===== src/rtl/sm4_pkg.sv =====
// Shared SM4 constants and key-schedule controller state encoding.
package sm4_pkg;

  localparam int unsigned SM4_ROUNDS = 32;
  localparam logic [4:0]  SM4_LAST_ROUND = 5'(SM4_ROUNDS - 1);

  localparam logic [31:0] SM4_FK0 = 32'hA3B1BAC6;
  localparam logic [31:0] SM4_FK1 = 32'h56AA3350;
  localparam logic [31:0] SM4_FK2 = 32'h677D9197;
  localparam logic [31:0] SM4_FK3 = 32'hB27022DC;
  localparam logic [127:0] SM4_FK = {SM4_FK0, SM4_FK1, SM4_FK2, SM4_FK3};

  typedef enum logic [2:0] {
    ST_IDLE = 3'd0,
    ST_LOAD = 3'd1,
    ST_WAIT = 3'd2,
    ST_CALC = 3'd3,
    ST_FIN  = 3'd4
  } sm4_ks_state_e;

endpackage


===== src/rtl/sm4_rk_store.sv =====
// 32x32 round-key store with forward/reverse read and one-cycle registered read port.
module sm4_rk_store
  import sm4_pkg::*;
(
  input  logic        clk,
  input  logic        rst,
  input  logic        wr_en,
  input  logic [4:0]  wr_idx,
  input  logic [31:0] wr_data,
  input  logic [4:0]  rd_idx,
  input  logic        rd_dec,
  input  logic        busy,
  output logic [31:0] rd_key
);

  logic [31:0] mem_q [SM4_ROUNDS];
  logic [4:0]  rd_addr_s;
  logic [31:0] rd_key_d;
  logic [31:0] rd_key_q;

  // Decryption order reads the schedule back to front; reads are blanked mid-expansion.
  always_comb begin
    rd_addr_s = rd_dec ? (SM4_LAST_ROUND - rd_idx) : rd_idx;
    rd_key_d  = busy ? 32'h0000_0000 : mem_q[rd_addr_s];
  end

  always_ff @(posedge clk) begin
    if (wr_en) begin
      mem_q[wr_idx] <= wr_data;
    end
  end

  always_ff @(posedge clk or posedge rst) begin
    if (rst) begin
      rd_key_q <= 32'h0000_0000;
    end else begin
      rd_key_q <= rd_key_d;
    end
  end

  assign rd_key = rd_key_q;

endmodule


===== src/rtl/sm4_key_sched_ctrl.sv =====
// SM4 key expansion controller driving an external CK ROM and shared T' transform.
// Optional round-key store enabled by defining SM4_KEY_STORE_EN.
module sm4_key_sched_ctrl
  import sm4_pkg::*;
#(
  parameter int unsigned CK_LAT = 1
) (
  input  logic         clk,
  input  logic         rst,
  input  logic         start,
  input  logic [127:0] key_in,
  output logic         busy,
  output logic         done,
  output logic [4:0]   round_idx,
  input  logic [31:0]  ck_in,
  output logic [31:0]  tp_arg,
  input  logic [31:0]  tp_res,
  output logic         rk_valid,
  output logic [4:0]   rk_idx,
  output logic [31:0]  rk_out
`ifdef SM4_KEY_STORE_EN
  ,
  input  logic [4:0]   rd_idx,
  input  logic         rd_dec,
  output logic [31:0]  rd_key
`endif
);

  localparam logic [1:0] WAIT_LAST = 2'(CK_LAT - 1);

  sm4_ks_state_e state_q, state_d;
  logic [4:0]  round_q, round_d;
  logic [1:0]  wait_cnt_q, wait_cnt_d;
  logic [31:0] k0_q, k0_d, k1_q, k1_d, k2_q, k2_d, k3_q, k3_d;
  logic        busy_q, busy_d;
  logic        done_q, done_d;
  logic [4:0]  round_idx_q, round_idx_d;
  logic        rk_valid_q, rk_valid_d;
  logic [4:0]  rk_idx_q, rk_idx_d;
  logic [31:0] rk_out_q, rk_out_d;
  logic [31:0] tp_arg_s;
  logic [31:0] rk_s;

  // K registers first hold MK (captured with start) and are whitened with FK in LOAD.
  always_comb begin
    state_d    = state_q;
    round_d    = round_q;
    wait_cnt_d = wait_cnt_q;
    k0_d       = k0_q;
    k1_d       = k1_q;
    k2_d       = k2_q;
    k3_d       = k3_q;
    done_d     = 1'b0;
    rk_valid_d = 1'b0;
    rk_idx_d   = rk_idx_q;
    rk_out_d   = rk_out_q;
    tp_arg_s   = 32'h0000_0000;
    rk_s       = 32'h0000_0000;
    case (state_q)
      ST_IDLE: begin
        if (start) begin
          state_d = ST_LOAD;
          {k0_d, k1_d, k2_d, k3_d} = key_in;
        end else begin
          state_d = ST_IDLE;
        end
      end
      ST_LOAD: begin
        {k0_d, k1_d, k2_d, k3_d} = {k0_q, k1_q, k2_q, k3_q} ^ SM4_FK;
        state_d    = ST_WAIT;
        wait_cnt_d = 2'd0;
      end
      ST_WAIT: begin
        if (wait_cnt_q == WAIT_LAST) begin
          state_d = ST_CALC;
        end else begin
          wait_cnt_d = wait_cnt_q + 2'd1;
        end
      end
      ST_CALC: begin
        tp_arg_s   = k1_q ^ k2_q ^ k3_q ^ ck_in;
        rk_s       = k0_q ^ tp_res;
        rk_valid_d = 1'b1;
        rk_idx_d   = round_q;
        rk_out_d   = rk_s;
        k0_d       = k1_q;
        k1_d       = k2_q;
        k2_d       = k3_q;
        k3_d       = rk_s;
        if (round_q == SM4_LAST_ROUND) begin
          state_d = ST_FIN;
          done_d  = 1'b1;
        end else begin
          state_d    = ST_WAIT;
          round_d    = round_q + 5'd1;
          wait_cnt_d = 2'd0;
        end
      end
      ST_FIN: begin
        state_d = ST_IDLE;
        round_d = 5'd0;
      end
      default: begin
        state_d = ST_IDLE;
        round_d = 5'd0;
      end
    endcase

    busy_d = (state_d != ST_IDLE);
    if ((state_d == ST_LOAD) || (state_d == ST_WAIT) || (state_d == ST_CALC)) begin
      round_idx_d = round_d;
    end else begin
      round_idx_d = 5'd0;
    end
  end

  always_ff @(posedge clk or posedge rst) begin
    if (rst) begin
      state_q     <= ST_IDLE;
      round_q     <= 5'd0;
      wait_cnt_q  <= 2'd0;
      k0_q        <= 32'h0000_0000;
      k1_q        <= 32'h0000_0000;
      k2_q        <= 32'h0000_0000;
      k3_q        <= 32'h0000_0000;
      busy_q      <= 1'b0;
      done_q      <= 1'b0;
      round_idx_q <= 5'd0;
      rk_valid_q  <= 1'b0;
      rk_idx_q    <= 5'd0;
      rk_out_q    <= 32'h0000_0000;
    end else begin
      state_q     <= state_d;
      round_q     <= round_d;
      wait_cnt_q  <= wait_cnt_d;
      k0_q        <= k0_d;
      k1_q        <= k1_d;
      k2_q        <= k2_d;
      k3_q        <= k3_d;
      busy_q      <= busy_d;
      done_q      <= done_d;
      round_idx_q <= round_idx_d;
      rk_valid_q  <= rk_valid_d;
      rk_idx_q    <= rk_idx_d;
      rk_out_q    <= rk_out_d;
    end
  end

  assign busy      = busy_q;
  assign done      = done_q;
  assign round_idx = round_idx_q;
  assign tp_arg    = tp_arg_s;
  assign rk_valid  = rk_valid_q;
  assign rk_idx    = rk_idx_q;
  assign rk_out    = rk_out_q;

`ifdef SM4_KEY_STORE_EN
  sm4_rk_store u_store (
    .clk     (clk),
    .rst     (rst),
    .wr_en   (rk_valid_q),
    .wr_idx  (rk_idx_q),
    .wr_data (rk_out_q),
    .rd_idx  (rd_idx),
    .rd_dec  (rd_dec),
    .busy    (busy_q),
    .rd_key  (rd_key)
  );
`endif

endmodule


===== config.mk =====
export PLATFORM = sky130hd
export DESIGN_NAME = sm4_key_sched_ctrl
export DESIGN_NICKNAME = d
export VERILOG_FILES = /design/src/rtl/sm4_pkg.sv /design/src/rtl/sm4_rk_store.sv /design/src/rtl/sm4_key_sched_ctrl.sv
export SDC_FILE = /design/constraint.sdc
export NUM_CORES = 1
export LEC_CHECK = 0
export ABC_AREA = 1
export BUFFER_PORTS_ARGS = -buffer_cell sky130_fd_sc_hd__buf_4
export CORE_MARGIN = 2
export CORE_UTILIZATION = 40
export CTS_BUF_LIST = sky130_fd_sc_hd__clkbuf_8
export CTS_CLUSTER_DIAMETER = 40
export DETAILED_ROUTE_END_ITERATION = 16
export GPL_TIMING_DRIVEN = 1
export HOLD_SLACK_MARGIN = 0.06
export SYNTH_ARGS = -nofsm -noshare
export SYNTH_HDL_FRONTEND = slang
export SYNTH_SLANG_ARGS = --single-unit
export TNS_END_PERCENT = 1

===== constraint.sdc =====
create_clock -name clk -period 8.8 [get_ports clk]
set_input_delay 2.64 -clock clk [delete_from_list [all_inputs] [get_ports clk]]
set_output_delay 2.64 -clock clk [all_outputs]
set_load 0.01 [all_outputs]

==> reports/results.ini, run 1 <==
[run_status]
outcome = finished clean

[cells_and_area]
postLayoutCoreUtil_pct = 51.5
finalNetCount = 1758
area_delta_synth_final_pct = 25.5
drive_gt1_share_pct = 22.6
fin_cells = 1898
diodes = 0

[sta]
finalClockSkew_ns = 0.0242
finalMaxSlewViolations = 0
tightest_slew_ns = 1.01
hold_slack_ns = 0.478
finalHoldViolCount = 0
final-setup-viol-count = 0
slew-limit-headroom_pct = 32.2
rsz0062_at_grt = false
setup_ws_ns = 2.64
tns_ns = 0
post-route-min-period_ns = 6.16
fin_crit_sh_pct = 70.0
clock.fmax_mhz = 162

[hold_path]
min_to = wait_cnt_q[1]
hp-start = wait_cnt_q[1]
holdPathStages = 2
hp-class = register to register

[power_and_ir_drop]
ir_drop_mv = 0.0850
leakagePower_nw = 6.19
power.density_nw_per_um2 = 203

[drt]
wl_per_cell_um = 15.9
vias = 9437
ant_nets = 0
routed_via_density = 4.97
initialDrtViolationCount = 545
drcViolationCount = 0
drt_pre_antenna_iters = 5
drt-total-wl_um = 30200

[yosys]
synth_top_area_share_pct = 45.6
yosysWarnings = 0
synthDistinctLibCells = 22
synth_seq_area_share_pct = 45.6
yosysTopAreaCell = dfrtp_1
synthCells = 1339
syn_nets = 1536
ys_seq_elements = 183
syn_area_per_cell_um2 = 7.49
syn_area_um2 = 10000
synth_area_leaders = dfrtp_1 46%, nand2_1 17%, o21ai_0 9.8%

[place]
place_congestion = 0.799
numPlacedInstances = 1866
dp_hpwl_um = 19300
pre_cts_ws_ns = 2.64
port_buffers = 271

[setup_path]
rr_worst_depth = 8
r2r_start = state_q[0]
cp_max_fo = 2
cp-end-kind = output pin
worst-r2r-setup-slack_ns = 4.58
crit_type = input pin to output pin
r2r_end = k1_q[27]
crit_required_ns = 6.16
crit_arrival_ns = 3.52
start_kind = input pin

[global_route]
grt_usage_pct = 23.2
grt_pass1_vias = 9228
grt_pass1_wl_um = 48300
grt-ovfl-total = 0
antenna_found_initial = 1
grt_max_degree = 114

[cts]
clkLatencyLatePin_ns = 0.47
cts_setup_buffers = 0
clockBufferDepth = 2
cts_made_buffers = 17
cts_resized = 0
cts_hold_buf = 0
clk_pin_slew_ns = 0.09
h-tree-depth = 4
clock-sinks = 183
cts_tree = done
cts-root-buf = clkbuf_8

[run]
drv_cap = 0

[floorplanning]
die-area_um2 = 26400
num_io_pins = 272
fp.dieH_um = 162
die_x_um = 162
core_um2 = 24500
start_util_pct = 41.0
row_count = 57

## cell families (layout without fill, tap and decap cells)
group	count (synthesis)	count (layout)	share of synthesized area, %
and+or+nand+nor	595	595	23.4
adders and majority gates	2	2	0.249
DFF	183	183	45.6
xor gates and xnor gates	96	96	8.38
AOI/OAI and AO/OA	293	293	15.0
buffers and inverters	170	405	7.28
## synthesized netlist by cell type
library cell  number
o21ai_0          196
nand2_1          457
inv_2              4
nor2_2             1
dfrtp_1          183
nor2_1            87
nand2_2            1
nand3_1           11
inv_1             90
clkbuf_1          32
or2_2             33
xnor2_1           32
nand4_1            3
ha_1               2
xor2_1            64
buf_2             38
o21ai_1            6
nor2_4             1
buf_6              6
a21oi_1           60
a31oi_1           31
nor3_1             1
## flip-flops by register name, summed over array words and instances (netlist names)
| name | flops |
|---|---|
| state_q | 3 |
| k1_q | 32 |
| round_idx | 5 |
| rk_out | 32 |
| round_q | 5 |
| k3_q | 32 |
| done | 1 |
| busy | 1 |
| rk_idx | 5 |
| wait_cnt_q | 2 |
| k2_q | 32 |
| rk_valid | 1 |
| k0_q | 32 |
## metrics by stage
step	total power, mW	instance area [um2]
after floorplan	1.71	10000
after global placement	1.97	12200
after detailed placement	1.99	12200
after CTS	2.59	12600
after global routing	2.75	12600
final	2.56	12600
## cell type report
class                   instances  area (um2)
clock buffers                  18         248
clock inverters                14         158
fillers                      2420       11900
inverters                      94         364
multi-input cells             986        4740
flip-flops and latches        183        4580
well taps                     324         405
repair buffers                279        2090
## worst max-delay path, cell delays in order
cell	delay, ns
buf_4	0.12
xor2_1	0.14
or2_2	0.27
a21oi_1	0.18
buf_4	0.16
## power breakdown
| part | leakage (nW) | internal, mW | switching, mW |
|---|---|---|---|
| clock network | 0.203 | 0.223 | 0.362 |
| logic | 3.85 | 0.374 | 0.337 |
| registers | 2.13 | 1.06 | 0.200 |
## worst max path at each step
| stage | slack [ns] | endpoint | from | depth (start not counted) |
|---|---|---|---|---|
| global route | 2.61 | tp_arg[2] | ck_in[2] | 5 |
| CTS | 2.64 | tp_arg[2] | ck_in[2] | 5 |
| detailed placement | 2.64 | tp_arg[2] | ck_in[2] | 5 |
| finish | 2.64 | tp_arg[2] | ck_in[2] | 5 |
| floorplan | 1.19 | busy | rst | 1 |
| global placement | 2.64 | tp_arg[2] | ck_in[2] | 5 |
## layer usage
metal,GRT usage (%),up-vias,routed length (um)
met2,37.0,276,13800
met1,32.4,4453,13800
met5,0,-,14
met3,5.47,23,2110
met4,4.87,2,380
li1,-,4683,-
## cell usage in the layout (no fill, tap or decap), types with 2 or more instances in the layout
master    netlist  final
xor2_1         64     64
ha_1            2      2
inv_1          90     88
nor2_1         87     87
o21ai_1         6      6
nand2_2         1      2
buf_4           0    279
clkbuf_8        0     18
o21ai_0       196    196
inv_6           0      4
nand3_1        11     10
a31oi_1        31     31
clkinv_8        0      4
nand4_1         3      3
inv_2           4      3
a21oi_1        60     60
or2_2          33     33
xnor2_1        32     32
inv_8           0      5
clkinv_2        0      2
nand2_1       457    455
dfrtp_1       183    183
No activity file was read; power rests on OpenSTA's default activity.
==> run 2, diff against run 1 <==
- PLACE_DENSITY: not set -> 0.66
- clock period: 8.8 -> 5.3 ns (I/O delays scaled with it)
==> run 2 against run 1 <==
Against the previous run: critical path depth stayed put; global-route usage is 0.23 points lower; register-to-register slack worse by 2.3 ns; core utilization increased by 0.23 points; critical path type unchanged; critical endpoint is now tp_arg[19]; setup slack got worse by 1.4 ns.
==> reports/results.ini, run 2 (synthesized netlist as in run 1, its figures left out) <==
[cts]
clkLatencyLatePin_ns = 0.46  ; about the same
cts_tree = done
clockBufferDepth = 2  ; unchanged
cts_hold_buf = 0  ; unchanged
clk_pin_slew_ns = 0.10  ; about the same
cts_made_buffers = 17  ; unchanged
h-tree-depth = 4  ; unchanged
cts_setup_buffers = 0  ; unchanged
cts_resized = 0  ; unchanged
cts-root-buf = clkbuf_8
clock-sinks = 183  ; unchanged

[floorplanning]
core_um2 = 24500  ; unchanged
num_io_pins = 272  ; unchanged
fp.dieH_um = 162  ; unchanged
start_util_pct = 41.0  ; unchanged
die-area_um2 = 26400  ; unchanged
row_count = 57  ; unchanged
die_x_um = 162  ; unchanged

[drt]
wl_per_cell_um = 15.7  ; -1.0%
drcViolationCount = 0  ; unchanged
ant_nets = 0  ; unchanged
vias = 9407  ; -0.32%
drt-total-wl_um = 29900  ; -0.89%
routed_via_density = 4.95  ; -0.48%
initialDrtViolationCount = 639  ; +17%
drt_pre_antenna_iters = 5  ; unchanged

[run]
drv_cap = 0  ; unchanged

[place]
port_buffers = 271  ; unchanged
numPlacedInstances = 1869  ; +0.16%
dpl_cell_area_um2 = 12200  ; +0.36%
dp_hpwl_um = 19600  ; +1.7%
place_congestion = 0.829  ; +3.9%
pre_cts_ws_ns = 1.21  ; -1.43 ns

[sta]
fin_crit_sh_pct = 77.3
post-route-min-period_ns = 4.10
rsz0062_at_grt = false
clock.fmax_mhz = 244
tightest_slew_ns = 1.08  ; +0.0654 ns
final-setup-viol-count = 0  ; unchanged
hold_slack_ns = 0.486  ; +0.00849 ns
finalMaxSlewViolations = 0  ; unchanged
finalClockSkew_ns = 0.0162  ; -0.00793 ns
tns_ns = 0  ; unchanged
setup_ws_ns = 1.20  ; -1.44 ns
finalHoldViolCount = 0  ; unchanged
slew-limit-headroom_pct = 27.9  ; -4.4 points

[setup_path]
cp-end-kind = output pin
crit_chain = buf_4, xor2_1, or2_2, a21oi_1, buf_4
worst-r2r-setup-slack_ns = 2.26  ; -2.32 ns
start_kind = input pin
slowest_delay_ns = 0.28  ; about the same
crit_arrival_ns = 2.51  ; -1.01 ns
crit_required_ns = 3.71  ; -2.45 ns
cpMostUsedCell = buf_4
crit_path_top_delay_cell = or2_2
crit_type = input pin to output pin
cp_max_fo = 2  ; unchanged

[global_route]
grt_max_degree = 103  ; -9.6%
grt_usage_pct = 23.0  ; -0.23 points
grt_pass1_vias = 9327  ; +1.1%
antenna_found_initial = 0  ; -1
grt-ovfl-total = 0  ; unchanged
grt_pass1_wl_um = 48200  ; about the same

[cells_and_area]
final_area_um2 = 12600  ; +0.44%
finalNetCount = 1761  ; +0.17%
final_cell_mix = 455 x nand2_1, 280 x buf_4, 196 x o21ai_0
fillCellCount = 2389  ; -1.3%
diodes = 0  ; unchanged
final_common_cell = nand2_1
fin_cells = 1901  ; +0.16%
drive_gt1_share_pct = 22.8  ; +0.15 points
postLayoutCoreUtil_pct = 51.7  ; +0.23 points
area_delta_synth_final_pct = 26.1

[power_and_ir_drop]
power.share.sequential_pct = 49.0  ; -0.4 points
pwr-share-comb_pct = 27.6  ; about the same
power.density_nw_per_um2 = 339  ; +67%
ir_drop_mv = 0.146  ; +72%
swShare_pct = 34.4  ; -0.74 points
power.switching_mw = 1.47  ; +64%
intPower_mw = 2.82  ; +69%
leakagePower_nw = 6.22  ; +0.48%
total_power_mw = 4.29  ; +68%
p_clk_share_pct = 23.4  ; +0.5 points

[run_status]
outcome = finished clean

[hold_path]
hp-class = register to register

## run 2: cell count changes in the layout (fill, tap and decap cells not counted)
cell / before / now
buf_12: 0 / 2
clkinv_2: 2 / 1
clkbuf_8: 18 / 19
clkinv_8: 4 / 1
buf_4: 279 / 280
inv_6: 4 / 3
clkinv_4: 0 / 3
bufinv_16: 0 / 1
## run 2: power groups by stage
stage / clock network (mW) / registers, mW / logic (mW)
6_report: 1.00 / 2.10 / 1.18
5_1_grt: 1.09 / 2.16 / 1.36
4_1_cts: 1.04 / 2.10 / 1.20
3_5_place_dp: 0 / 2.13 / 1.19
3_3_place_gp: 0 / 2.12 / 1.15
2_1_floorplan: 0 / 2.08 / 0.766
## run 2: routing by layer
layer  global-route usage [%]  wire length, um  share of wire (%)  vias to the layer above
met5                        0                0                  0                        -
met4                     5.95              396                1.3                        0
met3                     4.58             1990                6.6                       25
met2                     37.4            14000                 47                      283
met1                     31.5            13500                 45                     4414
li1                         -                -                  -                     4685
## run 2: area by class of cell
cell class,instances,area [um2],share of cell area [%]
clock inverter,13,155,1.23
inverter,94,360,2.85
sequential,183,4580,36.2
multi-input combinational,986,4740,37.5
tap,324,405,3.21
clock buffer,19,262,2.07
timing repair buffer,282,2140,16.9
## run 2: worst paths after layout
path / from / end / depth (start not counted)
max: ck_in[19] / tp_arg[19] / 5
min: wait_cnt_q[0] / wait_cnt_q[0] / 2
max reg2reg: state_q[2] / k3_q[27] / 9
min reg2reg: wait_cnt_q[0] / wait_cnt_q[0] / 2
max in group asynchronous: rst / k2_q[19] / 3
min in group asynchronous: rst / round_idx[0] / 3
## run 2: worst max-delay path: cells and delay by family
family	cells	cell delay (ns)
AOI/OAI and AO/OA	1	0.20
xor gates and xnor gates	1	0.15
buffers and inverters	2	0.29
and+or+nand+nor	1	0.28
==> run 3, diff against run 2 <==
- PLACE_DENSITY: 0.66 -> not set
- clock period: 5.3 -> 3.9 ns (I/O delays scaled with it)
==> run 3 against run 2 <==
Against the previous run: flip-flop and latch count did not move; die area stayed put; routed wire length grew 2.5%; sequential share of layout area shrank 0.21 points; clock power is 41% higher; via count decreased by 0.43%; highest routed layer unchanged; register-to-register slack got worse by 0.88 ns; clock skew is 0.0082 ns higher; final cell count increased by 0.42%; critical endpoint is now tp_arg[30]; core utilization increased by 0.30 points; first-iteration DRC count decreased by 3.0%.
==> reports/results.ini, run 3 (synthesized netlist as in run 1, its figures left out) <==
[cts]
cts_resized = 0  ; unchanged
cts_made_buffers = 17  ; unchanged
h-tree-depth = 4  ; unchanged
clockBufferDepth = 2  ; unchanged
clkLatencyLatePin_ns = 0.47  ; about the same
cts-root-buf = clkbuf_8
clock-sinks = 183  ; unchanged
cts_tree = done
cts_setup_buffers = 0  ; unchanged
clk_pin_slew_ns = 0.10  ; about the same
cts_hold_buf = 0  ; unchanged

[place]
port_buffers = 271  ; unchanged
dp_hpwl_um = 20200  ; +3.1%
place_congestion = 0.829  ; about the same
dpl_cell_area_um2 = 12300  ; +0.53%

[sta]
finalMaxSlewViolations = 0  ; unchanged
rsz0062_at_grt = false
hold_slack_ns = 0.484  ; -0.00232 ns
tightest_slew_ns = 0.920  ; -0.159 ns
slew-limit-headroom_pct = 38.6  ; +11 points
post-route-min-period_ns = 3.33
tns_ns = 0  ; unchanged
clock.fmax_mhz = 301
finalClockSkew_ns = 0.0245  ; +0.00825 ns
finalHoldViolCount = 0  ; unchanged
fin_crit_sh_pct = 85.3
final-setup-viol-count = 0  ; unchanged

[drt]
initialDrtViolationCount = 620  ; -3.0%
drt_pre_antenna_iters = 5  ; unchanged
ant_nets = 0  ; unchanged
routed_via_density = 4.91  ; -0.84%
drcViolationCount = 0  ; unchanged
wl_per_cell_um = 16.0  ; +2.1%
vias = 9367  ; -0.43%
drt-total-wl_um = 30600  ; +2.5%

[cells_and_area]
area_delta_synth_final_pct = 26.8
drive_gt1_share_pct = 23.0  ; +0.22 points
finalNetCount = 1768  ; +0.40%
fillCellCount = 2434  ; +1.9%
postLayoutCoreUtil_pct = 52.0  ; +0.30 points
final_cell_mix = 455 x nand2_1, 286 x buf_4, 196 x o21ai_0
final_area_um2 = 12700  ; +0.57%
final_common_cell = nand2_1

[power_and_ir_drop]
total_power_mw = 5.88  ; +37%
ir_drop_mv = 0.227  ; +55%
power.density_nw_per_um2 = 462  ; +36%
leakagePower_nw = 6.25  ; +0.60%

[floorplanning]
row_count = 57  ; unchanged
fp.dieH_um = 162  ; unchanged
core_um2 = 24500  ; unchanged
start_util_pct = 41.0  ; unchanged
num_io_pins = 272  ; unchanged
die-area_um2 = 26400  ; unchanged
die_x_um = 162  ; unchanged

[run_status]
outcome = finished clean

[setup_path]
slowest_delay_ns = 0.43  ; +0.15 ns
cp_max_fo = 30  ; +28
crit_arrival_ns = 2.16  ; -0.35 ns
crit_path_top_delay_cell = dfrtp_1
cpMostUsedCell = buf_4
cp-end-kind = output pin
crit_chain = inv_1, nand3_4, buf_4, a21oi_1, buf_4
cp_top_family = buffers and inverters
cp_num_buf_inv = 3  ; +1
crit_type = register to output pin
crit_required_ns = 2.73  ; -0.98 ns
start_kind = register

[global_route]
grt_max_degree = 90  ; -13%
grt_pass1_vias = 9224  ; -1.1%
grt-ovfl-total = 0  ; unchanged
antenna_found_initial = 1  ; +1
grt_pass1_wl_um = 48800  ; +1.2%
grt_usage_pct = 23.5  ; +0.51 points

[run]
drv_cap = 0  ; unchanged

[hold_path]
hp-class = register to register

==> run 3: cell types whose count changed in the layout (fill, tap and decap cells not counted), moves of 2 or more <==
cell,before,now
clkinvlp_4,1,4
inv_8,5,2
inv_1,88,90
clkinv_4,3,1
bufinv_16,1,3
buf_4,280,286
==> run 3: path summary, 6_finish.rpt <==
path,startpoint,endpoint,slack [ns],depth (start not counted)
worst max register to register,state_q[0],k1_q[0],1.38,8
worst max-delay path,state_q[2],tp_arg[30],0.57,5
worst min-delay path,wait_cnt_q[0],wait_cnt_q[0],0.48,2
max in group asynchronous,rst,k3_q[18],2.42,3
worst min register to register,wait_cnt_q[0],wait_cnt_q[0],0.48,2
min in group asynchronous,rst,round_q[1],0.62,2
==> run 3: tightest hold or removal path, stage by stage (launching register included) <==
cell	delay (ns)
dfrtp_1	0.36
nand2_1	0.05
nand2_1	0.04
==> run 3: report_power, final <==
part	switching [mW]	internal (mW)	total, mW	leakage, nW
Clock	0.754	0.660	1.41	0.212
Combinational	0.762	0.849	1.61	3.91
Sequential	0.451	2.40	2.85	2.13
==> run 3: cell type report <==
class	instances	area (um2)	share of cell area, %
multi-input cells	986	4740	37.3
flip-flops and latches	183	4580	36.0
repair buffers	289	2210	17.4
well taps	324	405	3.19
inverters	94	360	2.83
clock buffers	18	248	1.95
clock inverters	14	174	1.37
diodes	1	2.50	0.0197
==> run 3: metrics by stage <==
stage / cells / worst slack, ns
2_1_floorplan: 1339 / 0.379
3_3_place_gp: 1876 / 0.764
3_5_place_dp: 1876 / 0.747
4_1_cts: 1908 / 0.536
5_1_grt: 1909 / 0.431
6_report: 1909 / 0.573
==> run 3: routing by layer <==
metal | vias to the layer above | track usage [%] | part of all wire (%)
li1 | 4693 | - | -
met2 | 243 | 37.7 | 46
met5 | - | 0 | 0
met3 | 27 | 4.46 | 5.3
met1 | 4404 | 32.5 | 48
met4 | 0 | 6.60 | 1.7
